### src/rtl/mem_port_arbiter.sv
`default_nettype none
// mem_port_arbiter: shares one memory port between ibus and dbus, one access outstanding at a time.
// Build option ARB_ROUND_ROBIN_EN: alternate priority instead of dbus-first with a starvation limit.
module mem_port_arbiter #(
  parameter int ADDR_W       = 64,
  parameter int DATA_W       = 64,
  parameter int STARVE_LIMIT = 4
) (
  input  logic              clk,
  input  logic              reset,
  input  logic              ireq_valid,
  input  logic [ADDR_W-1:0] ireq_addr,
  output logic              iaddr_ok,
  output logic              idata_ok,
  output logic [31:0]       idata,
  input  logic              dreq_valid,
  input  logic [ADDR_W-1:0] dreq_addr,
  input  logic [2:0]        dreq_size,
  input  logic [7:0]        dreq_strobe,
  input  logic [DATA_W-1:0] dreq_data,
  output logic              daddr_ok,
  output logic              ddata_ok,
  output logic [DATA_W-1:0] ddata,
  output logic              mreq_valid,
  output logic              mreq_write,
  output logic [ADDR_W-1:0] mreq_addr,
  output logic [2:0]        mreq_size,
  output logic [7:0]        mreq_strobe,
  output logic [DATA_W-1:0] mreq_data,
  input  logic              mreq_ready,
  input  logic              mresp_valid,
  input  logic [DATA_W-1:0] mresp_data
);

  typedef enum logic [1:0] {
    S_IDLE = 2'd0,
    S_REQ  = 2'd1,
    S_WAIT = 2'd2,
    S_DONE = 2'd3
  } state_t;

  state_t            state_q, state_d;
  logic              owner_q, owner_d;  // 1 = dbus owns the transaction
  logic [ADDR_W-1:0] addr_q, addr_d;
  logic [2:0]        size_q, size_d;
  logic [7:0]        strobe_q, strobe_d;
  logic [DATA_W-1:0] wdata_q, wdata_d;
  logic [DATA_W-1:0] rdata_q, rdata_d;
  logic              grant;
  logic              win_dbus;

  // Grant is masked by reset so no addr_ok escapes while reset is held.
  assign grant = (state_q == S_IDLE) & (ireq_valid | dreq_valid) & ~reset;

`ifdef ARB_ROUND_ROBIN_EN
  logic last_owner_q;

  assign win_dbus = dreq_valid & (~ireq_valid | ~last_owner_q);

  always_ff @(posedge clk or posedge reset) begin
    if (reset)      last_owner_q <= 1'b0;
    else if (grant) last_owner_q <= win_dbus;
  end
`else
  localparam int CNT_W = (STARVE_LIMIT < 1) ? 1 : $clog2(STARVE_LIMIT + 1);
  localparam logic [CNT_W-1:0] LIMIT = CNT_W'(STARVE_LIMIT);

  logic [CNT_W-1:0] starve_q, starve_d;

  assign win_dbus = dreq_valid & (~ireq_valid | (starve_q != LIMIT));

  always_comb begin
    starve_d = starve_q;
    if (!ireq_valid) begin
      starve_d = '0;
    end else if (grant) begin
      if (!win_dbus)              starve_d = '0;
      else if (starve_q != LIMIT) starve_d = starve_q + CNT_W'(1);
    end
  end

  always_ff @(posedge clk or posedge reset) begin
    if (reset) starve_q <= '0;
    else       starve_q <= starve_d;
  end
`endif

  always_comb begin
    state_d  = state_q;
    owner_d  = owner_q;
    addr_d   = addr_q;
    size_d   = size_q;
    strobe_d = strobe_q;
    wdata_d  = wdata_q;
    rdata_d  = rdata_q;
    case (state_q)
      S_IDLE: begin
        if (grant) begin
          state_d = S_REQ;
          owner_d = win_dbus;
          if (win_dbus) begin
            addr_d   = dreq_addr;
            size_d   = dreq_size;
            strobe_d = dreq_strobe;
            wdata_d  = dreq_data;
          end else begin
            addr_d   = ireq_addr;
            size_d   = 3'd2;
            strobe_d = '0;
            wdata_d  = '0;
          end
        end
      end
      S_REQ:  if (mreq_ready) state_d = S_WAIT;
      S_WAIT: begin
        if (mresp_valid) begin
          rdata_d = mresp_data;
          state_d = S_DONE;
        end
      end
      S_DONE:  state_d = S_IDLE;
      default: state_d = S_IDLE;
    endcase
  end

  always_ff @(posedge clk or posedge reset) begin
    if (reset) begin
      state_q  <= S_IDLE;
      owner_q  <= 1'b0;
      addr_q   <= '0;
      size_q   <= '0;
      strobe_q <= '0;
      wdata_q  <= '0;
      rdata_q  <= '0;
    end else begin
      state_q  <= state_d;
      owner_q  <= owner_d;
      addr_q   <= addr_d;
      size_q   <= size_d;
      strobe_q <= strobe_d;
      wdata_q  <= wdata_d;
      rdata_q  <= rdata_d;
    end
  end

  assign iaddr_ok    = grant & ~win_dbus;
  assign daddr_ok    = grant & win_dbus;
  assign idata_ok    = (state_q == S_DONE) & ~owner_q;
  assign ddata_ok    = (state_q == S_DONE) & owner_q;
  assign idata       = addr_q[2] ? rdata_q[32 +: 32] : rdata_q[31:0];
  assign ddata       = rdata_q;
  assign mreq_valid  = (state_q == S_REQ);
  assign mreq_write  = |strobe_q;
  assign mreq_addr   = addr_q;
  assign mreq_size   = size_q;
  assign mreq_strobe = strobe_q;
  assign mreq_data   = wdata_q;

endmodule
`default_nettype wire
### config.mk
export PLATFORM = sky130hd
export DESIGN_NAME = mem_port_arbiter
export DESIGN_NICKNAME = d
export VERILOG_FILES = /design/src/rtl/mem_port_arbiter.sv
export SDC_FILE = /design/constraint.sdc
export NUM_CORES = 1
export LEC_CHECK = 0
export BUFFER_PORTS_ARGS = -buffer_cell sky130_fd_sc_hd__clkbuf_2
export CORE_AREA = 2 2 198 200
export CTS_BUF_LIST = sky130_fd_sc_hd__clkbuf_4
export DETAILED_ROUTE_END_ITERATION = 8
export DIE_AREA = 0 0 200 202
export GPL_ROUTABILITY_DRIVEN = 0
export GPL_TIMING_DRIVEN = 1
export HOLD_SLACK_MARGIN = 0.08
export PLACE_DENSITY = 0.56
export SKIP_LAST_GASP = 1
export SLEW_MARGIN = 25
export SYNTH_ARGS = -nofsm -noshare
export SYNTH_HDL_FRONTEND = slang
export SYNTH_SLANG_ARGS = --single-unit
### constraint.sdc
create_clock -name clk -period 5.9 [get_ports clk]
set_input_delay 0 -clock clk [delete_from_list [all_inputs] [get_ports clk]]
set_output_delay 0 -clock clk [all_outputs]
set_load 0.1 [all_outputs]
==> metrics.cfg, run 1 <==
[clock_network]
cts_buffer_depth = 3
ctsHoldBuffers = 341
clockRootBuffer = clkbuf_4
cts_buffers = 56
cts.sinks = 209
cts_resized = 0
post-cts-setup-buffer-count = 0
htreeDepth = 2

[synth]
synth_edf_count = 0
synth_nets = 874
synthArstFlopShare_pct = 100.0
ys_ff_latch = 209
synth.area.top_cells = dfrtp_1 (62%), mux2_2 (13%), a22o_1 (7.7%)
yosysTopAreaCellShare_pct = 62.45
avgSynthCellArea_sq_um = 14.07
synth_area_sq_um = 8374
synth_cell_type_count = 28
syn_inst = 595
synth-seq-area-share_pct = 62.45
ys.warnings.count = 0
synth_ff_type = dfrtp_1
yosysTopAreaCell = dfrtp_1

[placed_design]
place_inst = 1587
port_buffers = 513
place_hpwl_microns = 23000

[floorplanning]
fp.dieW_microns = 200
die_h_microns = 202
io_pins = 514
start_util_pct = 21.87
fp-row-count = 72

[outcome]
status = did not finish
haltStage = clock tree synthesis
stop_error = [ERROR RSZ-0060] Max buffer count reached.

==> cells by family after synthesis <==
| group | synth area share, % |
|---|---|
| muxes | 13.04 |
| DFF | 62.45 |
| xor gates and xnor gates | 0.1046 |
| adders and majority gates | 0.8964 |
| AOI/OAI and AO/OA | 16.24 |
| and+or+nand+nor | 1.016 |
| buffers and inverters | 6.245 |
==> per-stage QoR <==
step | util (%) | setup WS, ps | cell area [sq um]
detailed placement | 29.88 | 2930 | 11440
global placement | 29.88 | 3045 | 11440
floorplan | - | 190.8 | 8374
==> cell usage after synthesis, drive strengths merged, types with 2 or more instances <==
master / count
mux2: 97
clkbuf: 16
o21ai: 2
a222oi: 64
nor2b: 3
dfrtp: 209
nand2: 6
nor4: 2
nand3: 2
o32ai: 2
buf: 31
inv: 73
ha: 6
a22o: 74
==> run 2, diff against run 1 <==
--- a/config.mk
+++ b/config.mk
@@ -6,14 +6,12 @@
 export NUM_CORES = 1
 export LEC_CHECK = 0
 export BUFFER_PORTS_ARGS = -buffer_cell sky130_fd_sc_hd__clkbuf_2
-export CORE_AREA = 2 2 198 200
-export CTS_BUF_LIST = sky130_fd_sc_hd__clkbuf_4
+export CORE_AREA = 2 2 199 201
 export DETAILED_ROUTE_END_ITERATION = 8
-export DIE_AREA = 0 0 200 202
+export DIE_AREA = 0 0 201 203
 export GPL_ROUTABILITY_DRIVEN = 0
 export GPL_TIMING_DRIVEN = 1
-export HOLD_SLACK_MARGIN = 0.08
-export PLACE_DENSITY = 0.56
+export PLACE_DENSITY_LB_ADDON = 0.15
 export SKIP_LAST_GASP = 1
 export SLEW_MARGIN = 25
 export SYNTH_ARGS = -nofsm -noshare
==> constraint.sdc (replaced) <==
create_clock -name clk -period 7.7 [get_ports clk]
set_input_delay 0 -clock clk [delete_from_list [all_inputs] [get_ports clk]]
set_output_delay 0 -clock clk [all_outputs]
set_load 0.1 [all_outputs]
==> metrics.cfg, run 2 <==
[detailed_routing]
drc = 0
wl_microns = 33360
dr_total_vias = 8277
drt_iter0_drc = 561
wl_per_cell_microns = 17.46
via_per_inst = 4.331
dr.pass1.iters = 6
drtAntennaViolNets = 0

[timing]
rsz0062_at_grt = no
setup_viol = 0
period_share_pct = 49.10
layout_min_cycle_time_ps = 3781
tightestPinTransition_ps = 964.1
fmax_ghz = 0.2645
max_slew_margin_pct = 35.48
slew_viol_final = 0
hold_viol_final = 0
fin_skew_ps = 16.28
setup_tns_ps = 0

[worst_hold_path]
hold_path.class = in -> async

[global_routing]
antenna_found_initial = 1
grt-ovfl-total = 0
grt_pass1_wl_microns = 51230
grt_pass1_vias = 8850
grt_use_total_pct = 15.73
grt_max_degree = 84

[worst_setup_path]
crit_chain = inv_1 > ha_1 > nor2b_2 > nand3_2 > inv_4 > buf_4 > clkbuf_2
rr_startpoint = state_q[0]
endpoint_kind = primary output
crit_type = reg -> out
r2r_slack_ps = 4020
slowest_delay_ps = 820
cp_max_fo = 83
slowest_stage = buf_4
worstPathArrival_ps = 3780
reg2reg_to = mreq_addr[40]
worst_r2r_path_depth = 9
required_ps = 7700
start_kind = flip-flop

[synth]
synthArstFlopShare_pct = 100.0  ; unchanged
synth-seq-area-share_pct = 62.45  ; unchanged
yosys-top-cells-count = dfrtp_1 (209), mux2_2 (97), a22o_1 (74), inv_1 (72), a222oi_1 (64)
synth.most_common_cell = dfrtp_1
synth.area.top_cells = dfrtp_1 (62%), mux2_2 (13%), a22o_1 (7.7%)
avgSynthCellArea_sq_um = 14.07  ; unchanged
yosysTopAreaCellShare_pct = 62.45  ; unchanged
synth_cell_type_count = 28  ; unchanged
synth_edf_count = 0  ; unchanged
ys.warnings.count = 0  ; unchanged
ys_ff_latch = 209  ; unchanged
synth_nets = 874  ; unchanged
synth_ff_type = dfrtp_1
synth_area_sq_um = 8374  ; unchanged
yosysTopAreaCell = dfrtp_1
syn_inst = 595  ; unchanged

[final_layout]
syn_to_final_growth_pct = 80.23
fill_cells = 3725
final_cell_mix = clkbuf_2 (513), dlygate4sd3_1 (275), dfrtp_1 (209), mux2_2 (97), a22o_1 (74)
nets = 1651
drive_gt1_share_pct = 47.99
mostFrequentLayoutCell = clkbuf_2

[clock_network]
post-cts-setup-buffer-count = 0  ; unchanged
tritoncts = yes
htreeDepth = 1  ; -1
clkTransAtPathRegs_ps = 60
clock_latency_ps = 540
clockRootBuffer = clkbuf_16
ctsHoldBuffers = 275  ; -19%
cts.sinks = 209  ; unchanged
cts_buffer_depth = 3  ; unchanged
cts_buffers = 26  ; -54%
cts_resized = 0  ; unchanged

[placed_design]
port_buffers = 513  ; unchanged
place_hpwl_microns = 22630  ; -1.6%

[floorplanning]
fp.dieW_microns = 201  ; +0.50%
die_h_microns = 203  ; +0.50%
die_area_sq_um = 40800
io_pins = 514  ; unchanged
fp-row-count = 72  ; unchanged
start_util_pct = 21.77  ; -0.10 points
core_area_sq_um = 38470

[run]
maxCapViolCount = 0

[outcome]
status = finished, final reports clean

==> run 2: cell counts after synthesis <==
No cell type changed its count.
==> run 2: cell families after synthesis <==
| logic type | share of synthesized area [%] |
|---|---|
| buf+inv | 6.245 |
| compound gates | 16.24 |
| mux | 13.04 |
| fa+ha+maj | 0.8964 |
| simple gates | 1.016 |
| xor+xnor | 0.1046 |
| flops | 62.45 |
==> run 2: layout make-up <==
cell class                      instances  area, sq um  share of cell area, %
Antenna cell                            1        2.502                0.01658
Clock buffer                           38        777.0                  5.148
Clock inverter                         10        131.4                 0.8704
Inverter                               73        284.0                  1.882
Multi-Input combinational cell        266         2636                  17.47
Sequential cell                       209         5230                  34.65
Tap cell                              518        648.1                  4.294
Timing Repair Buffer                  796         5384                  35.67
==> run 2: how the worst max path moves through the flow <==
stage                          start  slack (ps)  cells after the start        to
after CTS                 state_q[0]        3840                      7  daddr_ok
after detailed placement  state_q[0]        4430                      7  daddr_ok
after global placement    state_q[0]        4460                      7  daddr_ok
after global routing      state_q[0]        3650                      7  daddr_ok
after floorplan                reset        1990                      1  ddata[0]
final                     state_q[0]        3920                      7  daddr_ok
==> run 2: worst max-delay path, delay by kind of cell, from the launching register on <==
kind	cells	cell delay (ps)
fa+ha+maj	1	180
buf+inv	4	2040
flops	1	410
simple gates	2	530
==> run 2: metrics by stage <==
stage | area, sq um | utilization, % | worst slack [ps] | std cells | hold slack (ps)
4_1_cts | 15090 | 39.22 | 3841 | 1910 | 156.7
3_5_place_dp | 11430 | 29.70 | 4427 | 1587 | 160.5
6_report | 15090 | 39.24 | 3919 | 1911 | 143.3
5_1_grt | 15090 | 39.24 | 3654 | 1911 | 193.3
2_1_floorplan | 8374 | - | 1991 | 595 | 125.3
3_3_place_gp | 11430 | 29.70 | 4462 | 1587 | 162.3
==> run 2: routing by layer <==
metal,vias to the layer above,wire length [microns],track usage (%)
li1,3797,-,-
met1,4027,12750,18.23
met2,409,17240,28.84
met3,44,2427,3.644
met4,0,941,4.550
met5,-,0,0
Power of run 2 is left out: the tool's default activity adds up to more than one toggle a clock period on the data nets, which glitch-free logic cannot reach.
